$ cat config.mk
export PLATFORM = sky130hd
export DESIGN_NAME = writeback_ecc_cycle
export DESIGN_NICKNAME = d
export VERILOG_FILES = /design/src/rtl/writeback_ecc_cycle.sv
export SDC_FILE = /design/constraint.sdc
export NUM_CORES = 1
export LEC_CHECK = 0
export BUFFER_PORTS_ARGS = -buffer_cell sky130_fd_sc_hd__buf_2
export CAP_MARGIN = 20
export CORE_ASPECT_RATIO = 0.7
export CORE_UTILIZATION = 45
export CTS_CLUSTER_DIAMETER = 50
export DETAILED_ROUTE_END_ITERATION = 16
export HOLD_SLACK_MARGIN = 0.03
export MAX_ROUTING_LAYER = met4
export PLACE_DENSITY = 0.93
export SLEW_MARGIN = 25
export SYNTH_ARGS = -nofsm -noshare
export SYNTH_HDL_FRONTEND = slang
export SYNTH_SLANG_ARGS = --single-unit
$ cat constraint.sdc
create_clock -name clk -period 4.95 [get_ports clk]
set_input_delay 0.99 -clock clk [delete_from_list [all_inputs] [get_ports clk]]
set_output_delay 0.99 -clock clk [all_outputs]
set_load 0.05 [all_outputs]
$ cat src/rtl/writeback_ecc_cycle.sv
// Writeback stage with ECC error handling.
// Selects the register-file result, aligns the MEM-stage ECC flags into WB, blocks writeback of
// uncorrectable load data, counts corrected errors (saturating), captures the first
// uncorrectable error and raises a trap request held until acknowledged.
//
// Ports:
//   clk, rst                 clock, synchronous active-low reset
//   RegWriteW, ResultSrcW    MEM/WB control: write request, 1 = load data / 0 = ALU result
//   RD_W, PCPlus4W           destination register, PC+4 of the WB instruction
//   ALU_ResultW, ReadDataW   ALU result / effective address, ECC-corrected load data
//   ResultSrcM, s_errM,      MEM-stage load qualifier and ECC flags (corrected / uncorrectable)
//   d_errM
//   err_clr, trap_ack        clear error status, trap accepted by control unit
//   ResultW, RegWriteEnW,    register-file write data, gated enable, destination
//   RD_outW
//   trap_req                 uncorrectable-error trap request
//   err_addr, err_pc         address and PC of the first captured uncorrectable error
//   sec_count                saturating corrected-error count
//   ded_sticky, ded_multi    error captured since clear / further error while pending or captured

module writeback_ecc_cycle #(
  parameter int unsigned CNT_W = 8
) (
  input  logic             clk,
  input  logic             rst,
  input  logic             RegWriteW,
  input  logic             ResultSrcW,
  input  logic [4:0]       RD_W,
  input  logic [31:0]      PCPlus4W,
  input  logic [31:0]      ALU_ResultW,
  input  logic [31:0]      ReadDataW,
  input  logic             ResultSrcM,
  input  logic             s_errM,
  input  logic             d_errM,
  input  logic             err_clr,
  input  logic             trap_ack,
  output logic [31:0]      ResultW,
  output logic             RegWriteEnW,
  output logic [4:0]       RD_outW,
  output logic             trap_req,
  output logic [31:0]      err_addr,
  output logic [31:0]      err_pc,
  output logic [CNT_W-1:0] sec_count,
  output logic             ded_sticky,
  output logic             ded_multi
);

  typedef enum logic [0:0] {StNormal, StTrapPend} state_e;

  state_e r_state, w_state_next;

  logic             r_sec_w, r_ded_w;
  logic [CNT_W-1:0] r_sec_count;
  logic             r_ded_sticky, r_ded_multi;
  logic [31:0]      r_err_addr, r_err_pc;

  logic w_capture;
  logic w_multi_evt;
  logic w_sec_inc;

  // ECC flags only matter for loads; register them so they line up with the WB instruction.
  always_ff @(posedge clk) begin
    if (!rst) begin
      r_sec_w <= 1'b0;
      r_ded_w <= 1'b0;
    end else begin
      r_sec_w <= s_errM & ResultSrcM;
      r_ded_w <= d_errM & ResultSrcM;
    end
  end

  // FSM state register
  always_ff @(posedge clk) begin
    if (!rst) begin
      r_state <= StNormal;
    end else begin
      r_state <= w_state_next;
    end
  end

  // FSM next state
  always_comb begin
    w_state_next = r_state;
    unique case (r_state)
      StNormal:   if (r_ded_w)  w_state_next = StTrapPend;
      StTrapPend: if (trap_ack) w_state_next = StNormal;
      default:                  w_state_next = StNormal;
    endcase
  end

  // FSM outputs
  always_comb begin
    trap_req    = (r_state == StTrapPend);
    RegWriteEnW = RegWriteW & ~r_ded_w & (r_state == StNormal) & (RD_W != 5'd0);
  end

  assign ResultW = ResultSrcW ? ReadDataW : ALU_ResultW;
  assign RD_outW = RD_W;

  // Only the first DED seen in NORMAL is captured; any later one just marks ded_multi.
  assign w_capture   = r_ded_w & (r_state == StNormal) & ~r_ded_sticky;
  assign w_multi_evt = r_ded_w & ((r_state == StTrapPend) | r_ded_sticky);
  assign w_sec_inc   = r_sec_w & ~r_ded_w;

  // Error status; a same-cycle event wins over err_clr.
  always_ff @(posedge clk) begin
    if (!rst) begin
      r_sec_count  <= '0;
      r_ded_sticky <= 1'b0;
      r_ded_multi  <= 1'b0;
      r_err_addr   <= 32'd0;
      r_err_pc     <= 32'd0;
    end else begin
      if (err_clr) begin
        r_sec_count <= w_sec_inc ? CNT_W'(1) : '0;
      end else if (w_sec_inc && (r_sec_count != {CNT_W{1'b1}})) begin
        r_sec_count <= r_sec_count + CNT_W'(1);
      end

      if (w_capture) begin
        r_ded_sticky <= 1'b1;
        r_err_addr   <= ALU_ResultW;
        r_err_pc     <= PCPlus4W - 32'd4;
      end else if (err_clr) begin
        r_ded_sticky <= 1'b0;
      end

      if (w_multi_evt) begin
        r_ded_multi <= 1'b1;
      end else if (err_clr) begin
        r_ded_multi <= 1'b0;
      end
    end
  end

  assign sec_count  = r_sec_count;
  assign ded_sticky = r_ded_sticky;
  assign ded_multi  = r_ded_multi;
  assign err_addr   = r_err_addr;
  assign err_pc     = r_err_pc;

endmodule

# Word level (Yosys, flattened, before mapping)
# Index checks and enable logic that the tools add are counted.
# word_totals
wordCells,39
inputBits,110
ff_bits,77
output_inout_bits,113
# classes
muxes,10
reduce_logical,5
eq_ne,1
n_bitwise,13
addsub,2
# ops
cell,n
$mux 32,1
$sub 32x3->32 const B,1
$mux 8,2
$and 1x1->1,9
$add 8x1->8 const B,1
$ne 8x8->1 const B,1
$mux 1,6
$reduce_bool 2->1,3
$reduce_bool 5->1,1
$not 1->1,3
$pmux 1 s2,1
$logic_and 1x1->1,1
$or 1x1->1,1

# Depth between registers and ports, before layout
# Gate-level depths: netlist of the first run.
# depth
depth_word,5
depth_mapped,6
ltp_nobuf,6

# Least setup slack after synthesis of the first run
# Ideal clock, no wire load.
# synth_path
path_type,input to output
from,input port ResultSrcW
to,output port ResultW[10]
path_buffers,2
cell_stages,3
required_time_ns,3.960
slack_ns,1.957
arrival_ns,2.003
cell_sequence,clkbuf_1 > buf_1 > mux2_2
# synth_via
elab_chain_cells,1
# synth_lines
item,line,rtl
start: declaration,27,"input logic ResultSrcW,"
$mux 32,97,assign ResultW = ResultSrcW ? ReadDataW : ALU_ResultW;
end: declaration,37,"output logic [31:0] ResultW,"
# No other way between the ends.

# Worst setup path in the final report of the first run
# layout_path
from,input port ResultSrcW
to,output port ResultW[7]
# Same word-level chain as after synthesis.

==> flow_summary.toml, run 1 <==
[layout]
num_antenna_cells = 0
final_common_cell = "buf_2"
final_cell_mix = "buf_2 (222), nand2_1 (79), dfxtp_1 (77)"
nFillCells = 666
final_cells = 753
nets = 760
syn_to_final_growth_pct = 38.6
drive_above_1_share = 0.434

[synthesis]
synth_edf_count = 0
yosys_warnings = 0
ys_async_sr_fraction = 0
synth_cells = 444
ys.flop_type = "dfxtp_1"
syn-cell-area_mm2 = 0.00373
synth-seq-cells = 77
ys_types = 44
syn_area_per_cell_um2 = 8.39
ys_seq_area_frac = 0.414
syn_nets = 556

[sta]
fin_crit_ns = 3.16
finalSetupTns_ns = 0
max_freq_ghz = 0.316
post-route-period-util = 0.639
clock-skew-final_ns = 0.00654
slew_headroom = 0.475
timing.hold.ws_ns = 0.450
setup_viol = 0
timing.final.ws_setup_ns = 1.79
worst_pin_slew_ns = 0.786
hold_violations = 0
grt_setup_unrepaired = "no"
slew_violations = 0

[critical_path]
worst-path-buf-inv = 2
crit_required_ns = 3.96
cp_slowest_cell = "buf_2"
max_stage_delay_ns = 0.53
path_class = "in2out"
arrival_ns = 2.17
cpLargestDelayFamily = "buffers and inverters"
cpMostUsedCell = "buf_2"
end_kind = "output port"
crit_path_cell_trace = "buf_2, mux2_2, buf_2"
critPathMaxFanout = 32
start_kind = "input port"

[route]
via_per_inst = 5.45
ant_nets = 0
first_pass_iters = 4
routed_wl_um = 11300
wl_per_cell_um = 15.0
num_vias = 4101
drtIter0Drc = 247
drc = 0

[power]
swShare = 0.307
pwr-share-seq = 0.383
power_leakage_nw = 2.30
pwr-share-comb = 0.221
total_power_w = 0.00172
p_per_area_mw_per_mm2 = 332
p_int_w = 0.00119
p_clk_frac = 0.396
switchingPower_w = 0.000526
peakVddDrop_mv = 0.269

[clock_network]
cts_buffer_depth = 2
cts.sinks = 77
ctsRootBufferMaster = "clkbuf_16"
postCtsSetupBuffers = 0
clock_latency_ns = 0.32
cts_buffers = 9
cts_max_level = 3
cts_tree = "done"
path_clk_slew_ns = 0.06
post_cts_resized = 0
holdBufCountCts = 0

[global_routing]
grt_first_pass_wirelength_um = 17600
antenna_found_initial = 0
grt_start_max_net_pins = 51
grt_usage = 0.258
grt_overflow_total = 0
grt_pass1_vias = 3593

[place]
post-place-cells = 738
hpwl_um = 8680
portBuffers = 222
gp_congestion = 0.877
dp_slack_ns = 1.66

[run_status]
status = "finished, final reports clean"

[floorplanning]
pin_count = 223
dieArea_mm2 = 0.00865
start_util = 0.469
core-area_mm2 = 0.00794
rows = 27
die_h_um = 78.1
die_width_um = 111

[worst_hold_path]
hp-class = "reg2reg"

[run]
max_cap_viol_count = 0
## cells by family (layout without fill, tap and decap cells)
group           Yosys count  in the layout  synth area share
mux                      33             33            0.0994
simple gates            165            165             0.218
xor+xnor                 16             16            0.0376
compound gates          115            115             0.181
buf+inv                  36            244            0.0436
fa+ha+maj                 2              2           0.00671
flops                    77             77             0.414
## synthesized netlist by cell type (2+ instances only)
cell,instances,share of area
nor2b_1,2,0.0034
a31oi_1,14,0.024
or3_2,2,0.0040
o21ai_0,26,0.035
or3_1,4,0.0067
or4_2,2,0.0047
and4b_1,2,0.0054
nor4_1,6,0.010
nor3b_1,2,0.0040
nand4_1,6,0.010
and3_1,3,0.0050
nor3_1,5,0.0067
nand2_1,80,0.081
clkbuf_1,18,0.018
inv_1,3,0.0030
or4_1,11,0.022
o211ai_1,4,0.0081
buf_2,4,0.0054
nand2b_1,3,0.0050
buf_4,6,0.012
a21oi_1,45,0.060
dfxtp_1,77,0.41
buf_1,4,0.0040
xnor2_1,4,0.0094
nand3b_1,2,0.0040
mux2_2,32,0.097
nor2_1,22,0.022
xor2_1,12,0.028
o31ai_1,12,0.024
ha_1,2,0.0067
nand3_1,8,0.011
a211oi_1,9,0.018
## final cells by class
| class | count | area, um^2 | area share |
|---|---|---|---|
| Sequential cell | 77 | 1540 | 0.298 |
| Multi-Input combinational cell | 331 | 2040 | 0.394 |
| Inverter | 4 | 15.0 | 0.00291 |
| Clock inverter | 6 | 88.8 | 0.0172 |
| Timing Repair Buffer | 225 | 1130 | 0.219 |
| Clock buffer | 9 | 225 | 0.0436 |
| Tap cell | 101 | 126 | 0.0245 |
## sequential cells by signal, indices dropped and copies added, names as in the netlist
name and cells:
ded_sticky 1, sec_count 8, ded_multi 1, err_addr 32, r_sec_w 1, err_pc 32, r_ded_w 1, trap_req 1
## worst register-to-register path, delay by kind of cell, from the launching register on
family / cells / cell delay (ns)
AOI/OAI and AO/OA: 1 / 0.10
buffers and inverters: 1 / 0.42
DFF: 1 / 0.46
and+or+nand+nor: 3 / 0.84
## power groups by stage
stage / clock network (W) / logic, W / registers [W]
after floorplan: 0 / 0.000180 / 0.000751
after global placement: 0 / 0.000369 / 0.000669
after detailed placement: 0 / 0.000377 / 0.000670
after CTS: 0.000696 / 0.000378 / 0.000657
after global routing: 0.000727 / 0.000399 / 0.000660
final: 0.000679 / 0.000378 / 0.000657
## per-layer routing
layer  wire length, um  global-route usage
met5                 0                   -
met4                67              0.0493
met3               881              0.0556
met2              5650               0.434
met1              4690               0.322
## final timing paths
check                     from            to  slack [ns]  depth (start not counted)
setup / recovery    ResultSrcW    ResultW[7]        1.79                          3
hold / removal    err_addr[13]  err_addr[13]        0.45                          2
setup reg to reg       r_ded_w    err_pc[31]        3.06                          5
hold reg to reg   err_addr[13]  err_addr[13]        0.45                          2
## metrics by stage
stage                     cell area [um^2]   util
after detailed placement              4850  0.611
after CTS                             5170  0.651
after floorplan                       3730      -
after global placement                4850  0.611
final                                 5170  0.651
after global routing                  5170  0.651
No activity file was read; power rests on OpenSTA's default activity.
==> run 2: changes to the inputs <==
ABC_AREA = 1   (was default)
PLACE_DENSITY = 0.91   (was 0.93)
clock period = 3.27 ns   (was 4.95 ns; I/O delays follow)
==> run 2 against run 1 <==
  * Power up 54%
  * Sequential cell count unchanged
  * Combinational power up 67%
  * Routed wire length up 8.5%
  * Clock skew up 0.0041 ns
  * Largest power group is now registers
==> flow_summary.toml, run 2 <==
[synthesis]
synth_top_area_cell = "dfxtp_1"
synth_edf_count = 0
syn_nets = 770
yosys-top-cells-area = "dfxtp_1 (37%), nand2_1 (14%), o21ai_0 (11%), inv_1 (9.2%), nor2_1 (7.3%)"
synth-seq-cells = 77
ys_types = 29
yosys_warnings = 0
syn_area_per_cell_um2 = 6.26
ys.flop_type = "dfxtp_1"
ys_seq_area_frac = 0.374
syn-cell-area_mm2 = 0.00412
ys_top_cells_by_count = "nand2_1 (159), inv_1 (101), o21ai_0 (90), nor2_1 (80), dfxtp_1 (77)"
synth.most_common_cell = "nand2_1"
synth_cells = 658
yosys.area.top_type_share = 0.374
ys_async_sr_fraction = 0

[global_routing]
grt_overflow_total = 0
grt_usage = 0.272
antenna_found_initial = 0
grt_first_pass_wirelength_um = 19300
grt_pass1_vias = 4210
grt_start_max_net_pins = 109

[clock_network]
ctsRootBufferMaster = "clkbuf_16"
cts_buffer_depth = 2
cts_max_level = 3
cts_tree = "done"
cts.sinks = 77
cts_buffers = 9
holdBufCountCts = 0
clock_latency_ns = 0.34
postCtsSetupBuffers = 0
post_cts_resized = 0
path_clk_slew_ns = 0.06

[sta]
hold_violations = 0
grt_setup_unrepaired = "no"
worst_pin_slew_ns = 0.844
timing.final.ws_setup_ns = 0.726
setup_viol = 0
max_freq_ghz = 0.393
fin_crit_ns = 2.54
clock-skew-final_ns = 0.0106
finalSetupTns_ns = 0
post-route-period-util = 0.778
slew_headroom = 0.437
slew_violations = 0

[route]
routed_wl_um = 12300
wl_per_cell_um = 12.4
first_pass_iters = 6
drc = 0
ant_nets = 0
via_per_inst = 4.88
drtIter0Drc = 368
num_vias = 4819

[layout]
nets = 974
post-route-util = 0.643
final_cell_mix = "buf_2 (222), nand2_1 (159), inv_1 (101)"
syn_to_final_growth_pct = 35.1
final_common_cell = "buf_2"
num_antenna_cells = 0
nFillCells = 795
drive_above_1_share = 0.284

[run]
max_cap_viol_count = 0

[run_status]
status = "finished, final reports clean"

[worst_hold_path]
hp-class = "reg2reg"
hold_path_depth = 2

[critical_path]
crit_path_cell_trace = "buf_2, o21ai_0, buf_2"
crit_required_ns = 2.62
start_kind = "input port"
cp_slowest_cell = "buf_2"
arrival_ns = 1.89
cpMostUsedCell = "buf_2"
critPathMaxFanout = 64
max_stage_delay_ns = 0.64
reg2reg_depth = 7
end_kind = "output port"
path_class = "in2out"

[place]
portBuffers = 222
dp_slack_ns = 0.697
gp_congestion = 0.942
hpwl_um = 9370

[floorplanning]
die_width_um = 116
rows = 28
core-area_mm2 = 0.00865
die_h_um = 82.0
dieArea_mm2 = 0.00954
pin_count = 223
start_util = 0.476

[power]
power_leakage_nw = 3.14
p_per_area_mw_per_mm2 = 475
peakVddDrop_mv = 0.394
## run 2: report_power, final
| part | total (W) | switching [W] | internal [W] |
|---|---|---|---|
| logic | 0.000633 | 0.000474 | 0.000159 |
| registers | 0.00101 | 0.0000214 | 0.000984 |
| clock network | 0.00100 | 0.000391 | 0.000613 |
## run 2: through the flow
step / std cells / power, W / hold slack (ns) / instance area, um^2
floorplan: 658 / 0.00147 / 0.463 / 4120
CTS: 987 / 0.00267 / 0.477 / 5560
finish: 987 / 0.00264 / 0.479 / 5560
global placement: 971 / 0.00165 / 0.448 / 5260
global route: 987 / 0.00277 / 0.495 / 5560
detailed placement: 971 / 0.00166 / 0.464 / 5260
## run 2: area by class of cell
cell class              count  area [um^2]  area share
clock buffers              11          243      0.0436
clock inverters             5         58.8      0.0106
inverters                 102          383      0.0688
multi-input cells         448         2050       0.368
flip-flops and latches     77         1540       0.277
well taps                 120          150      0.0270
repair buffers            224         1140       0.205
## run 2: final timing paths
kind              startpoint           to  slack (ns)
setup / recovery  ResultSrcW  ResultW[26]        0.73
setup reg to reg     r_ded_w   err_pc[13]        1.46
hold reg to reg    err_pc[4]    err_pc[4]        0.48
hold / removal     err_pc[4]    err_pc[4]        0.48
## run 2: cell families (layout without fill, tap and decap cells)
logic type	count (synthesis)	in the layout	share of synthesized area
buf+inv	133	342	0.129
simple gates	293	293	0.292
xor+xnor	6	6	0.0128
flops	77	77	0.374
compound gates	147	147	0.186
fa+ha+maj	2	2	0.00608
## run 2: layer usage
metal	GRT usage	part of all wire	wire length, um	up-vias
li1	-	-	-	2483
met1	0.329	0.44	5420	2097
met2	0.450	0.45	5530	223
met3	0.0775	0.096	1170	16
met4	0.0603	0.011	130	0
met5	-	0	0	-
## run 2: critical path: cells and delay by family
kind,cells,cell delay [ns]
compound gates,1,0.30
buf+inv,2,0.92
==> run 3: changes to the inputs <==
clock period = 2.4 ns   (was 3.27 ns; I/O delays follow)
==> run 3 against run 2 <==
  * Largest power group unchanged
  * Register-to-register slack worse by 0.75 ns
  * Critical path depth up 1
  * Clock skew down 0.0047 ns
==> flow_summary.toml, run 3 (synthesized netlist as in run 2, its figures left out) <==
[floorplanning]
rows = 28
die_width_um = 116
start_util = 0.476
dieArea_mm2 = 0.00954
die_h_um = 82.0
pin_count = 223
core-area_mm2 = 0.00865

[global_routing]
grt_start_max_net_pins = 82
antenna_found_initial = 1
grt_usage = 0.286
grt_overflow_total = 0
grt_pass1_vias = 4289
grt_first_pass_wirelength_um = 20300

[critical_path]
cp_slowest_cell = "buf_2"
critPathMaxFanout = 64
r2r_setup_slack_ns = 0.71
reg2reg_depth = 6
cpMostUsedCell = "buf_2"
cpLargestDelayFamily = "buffers and inverters"
crit_path_cell_trace = "buf_2, buf_12, o21ai_0, buf_2"
r2r-end = "err_pc[27]"
arrival_ns = 1.35
crit_required_ns = 1.92
r2r_start = "ded_sticky"
max_stage_delay_ns = 0.31
path_class = "in2out"
end_kind = "output port"
worst-path-buf-inv = 3
start_kind = "input port"

[clock_network]
cts_buffer_depth = 2
post_cts_resized = 0
clock_latency_ns = 0.33
ctsRootBufferMaster = "clkbuf_16"
holdBufCountCts = 0
cts_max_level = 3
cts_buffers = 9
cts_tree = "done"
cts.sinks = 77
postCtsSetupBuffers = 0
path_clk_slew_ns = 0.06

[power]
peakVddDrop_mv = 0.463
power_leakage_nw = 3.16
p_per_area_mw_per_mm2 = 641
total_power_w = 0.00358

[layout]
final_cell_mix = "buf_2 (222), nand2_1 (159), inv_1 (101)"
post-route-util = 0.645
final_common_cell = "buf_2"
syn_to_final_growth_pct = 35.5
nets = 976
drive_above_1_share = 0.285
nFillCells = 816

[route]
routed_wl_um = 12900
via_per_inst = 4.90
first_pass_iters = 5
ant_nets = 0
drc = 0
wl_per_cell_um = 13.0
drtIter0Drc = 296
num_vias = 4839

[worst_hold_path]
min_to = "trap_req"
min_from = "trap_ack"
hold_path_depth = 2
hp-class = "in2reg"

[sta]
hold_violations = 0
clock-skew-final_ns = 0.00595
finalSetupTns_ns = 0
slew_headroom = 0.629
setup_viol = 0
grt_setup_unrepaired = "no"
post-route-period-util = 0.763
slew_violations = 0
max_freq_ghz = 0.546
fin_crit_ns = 1.83
worst_pin_slew_ns = 0.555
timing.hold.ws_ns = 0.338

[place]
portBuffers = 222
gp_congestion = 0.989
hpwl_um = 9700

[run]
max_cap_viol_count = 0

[run_status]
status = "finished, final reports clean"
==> run 3: final cells by class <==
class	count	area (um^2)	share of cell area
Tap cell	120	150	0.0269
Multi-Input combinational cell	448	2050	0.367
Clock inverter	4	48.8	0.00875
Inverter	102	383	0.0686
Timing Repair Buffer	226	1170	0.209
Clock buffer	10	239	0.0428
Sequential cell	77	1540	0.276
Antenna cell	1	2.50	0.000449
==> run 3: through the flow <==
step / instances / instance area, um^2 / worst slack [ns]
2_1_floorplan: 658 / 4120 / -0.0231
3_3_place_gp: 973 / 5290 / 0.569
3_5_place_dp: 973 / 5290 / 0.470
4_1_cts: 987 / 5580 / 0.595
5_1_grt: 988 / 5580 / 0.486
6_report: 988 / 5580 / 0.570
==> run 3: power by group <==
group	switching (W)	internal (W)
Combinational	0.000651	0.000221
Clock	0.000512	0.000821
Sequential	0.0000313	0.00134
Total	0.00119	0.00238
==> run 3: how the worst max path moves through the flow <==
stage,startpoint,to,slack [ns],cells past startpoint
floorplan,ResultSrcW,ResultW[23],-0.02,3
detailed placement,PCPlus4W[2],err_pc[16],0.47,10
CTS,ResultSrcW,ResultW[30],0.59,4
global placement,PCPlus4W[2],err_pc[16],0.57,10
finish,ResultSrcW,ResultW[30],0.57,4
global route,r_ded_w,err_pc[12],0.49,7
==> run 3: per-layer routing <==
metal / vias to the layer above / track usage / part of all wire
met5: - / - / 0
met4: 0 / 0.106 / 0.025
met3: 28 / 0.0731 / 0.098
met2: 234 / 0.471 / 0.45
met1: 2078 / 0.339 / 0.43
li1: 2499 / - / -
==> run 3: worst reg2reg max path: cells and delay by family, from the launching register on <==
family        cells  cell delay [ns]
buf+inv           2             0.36
simple gates      4             0.93
flops             1             0.36
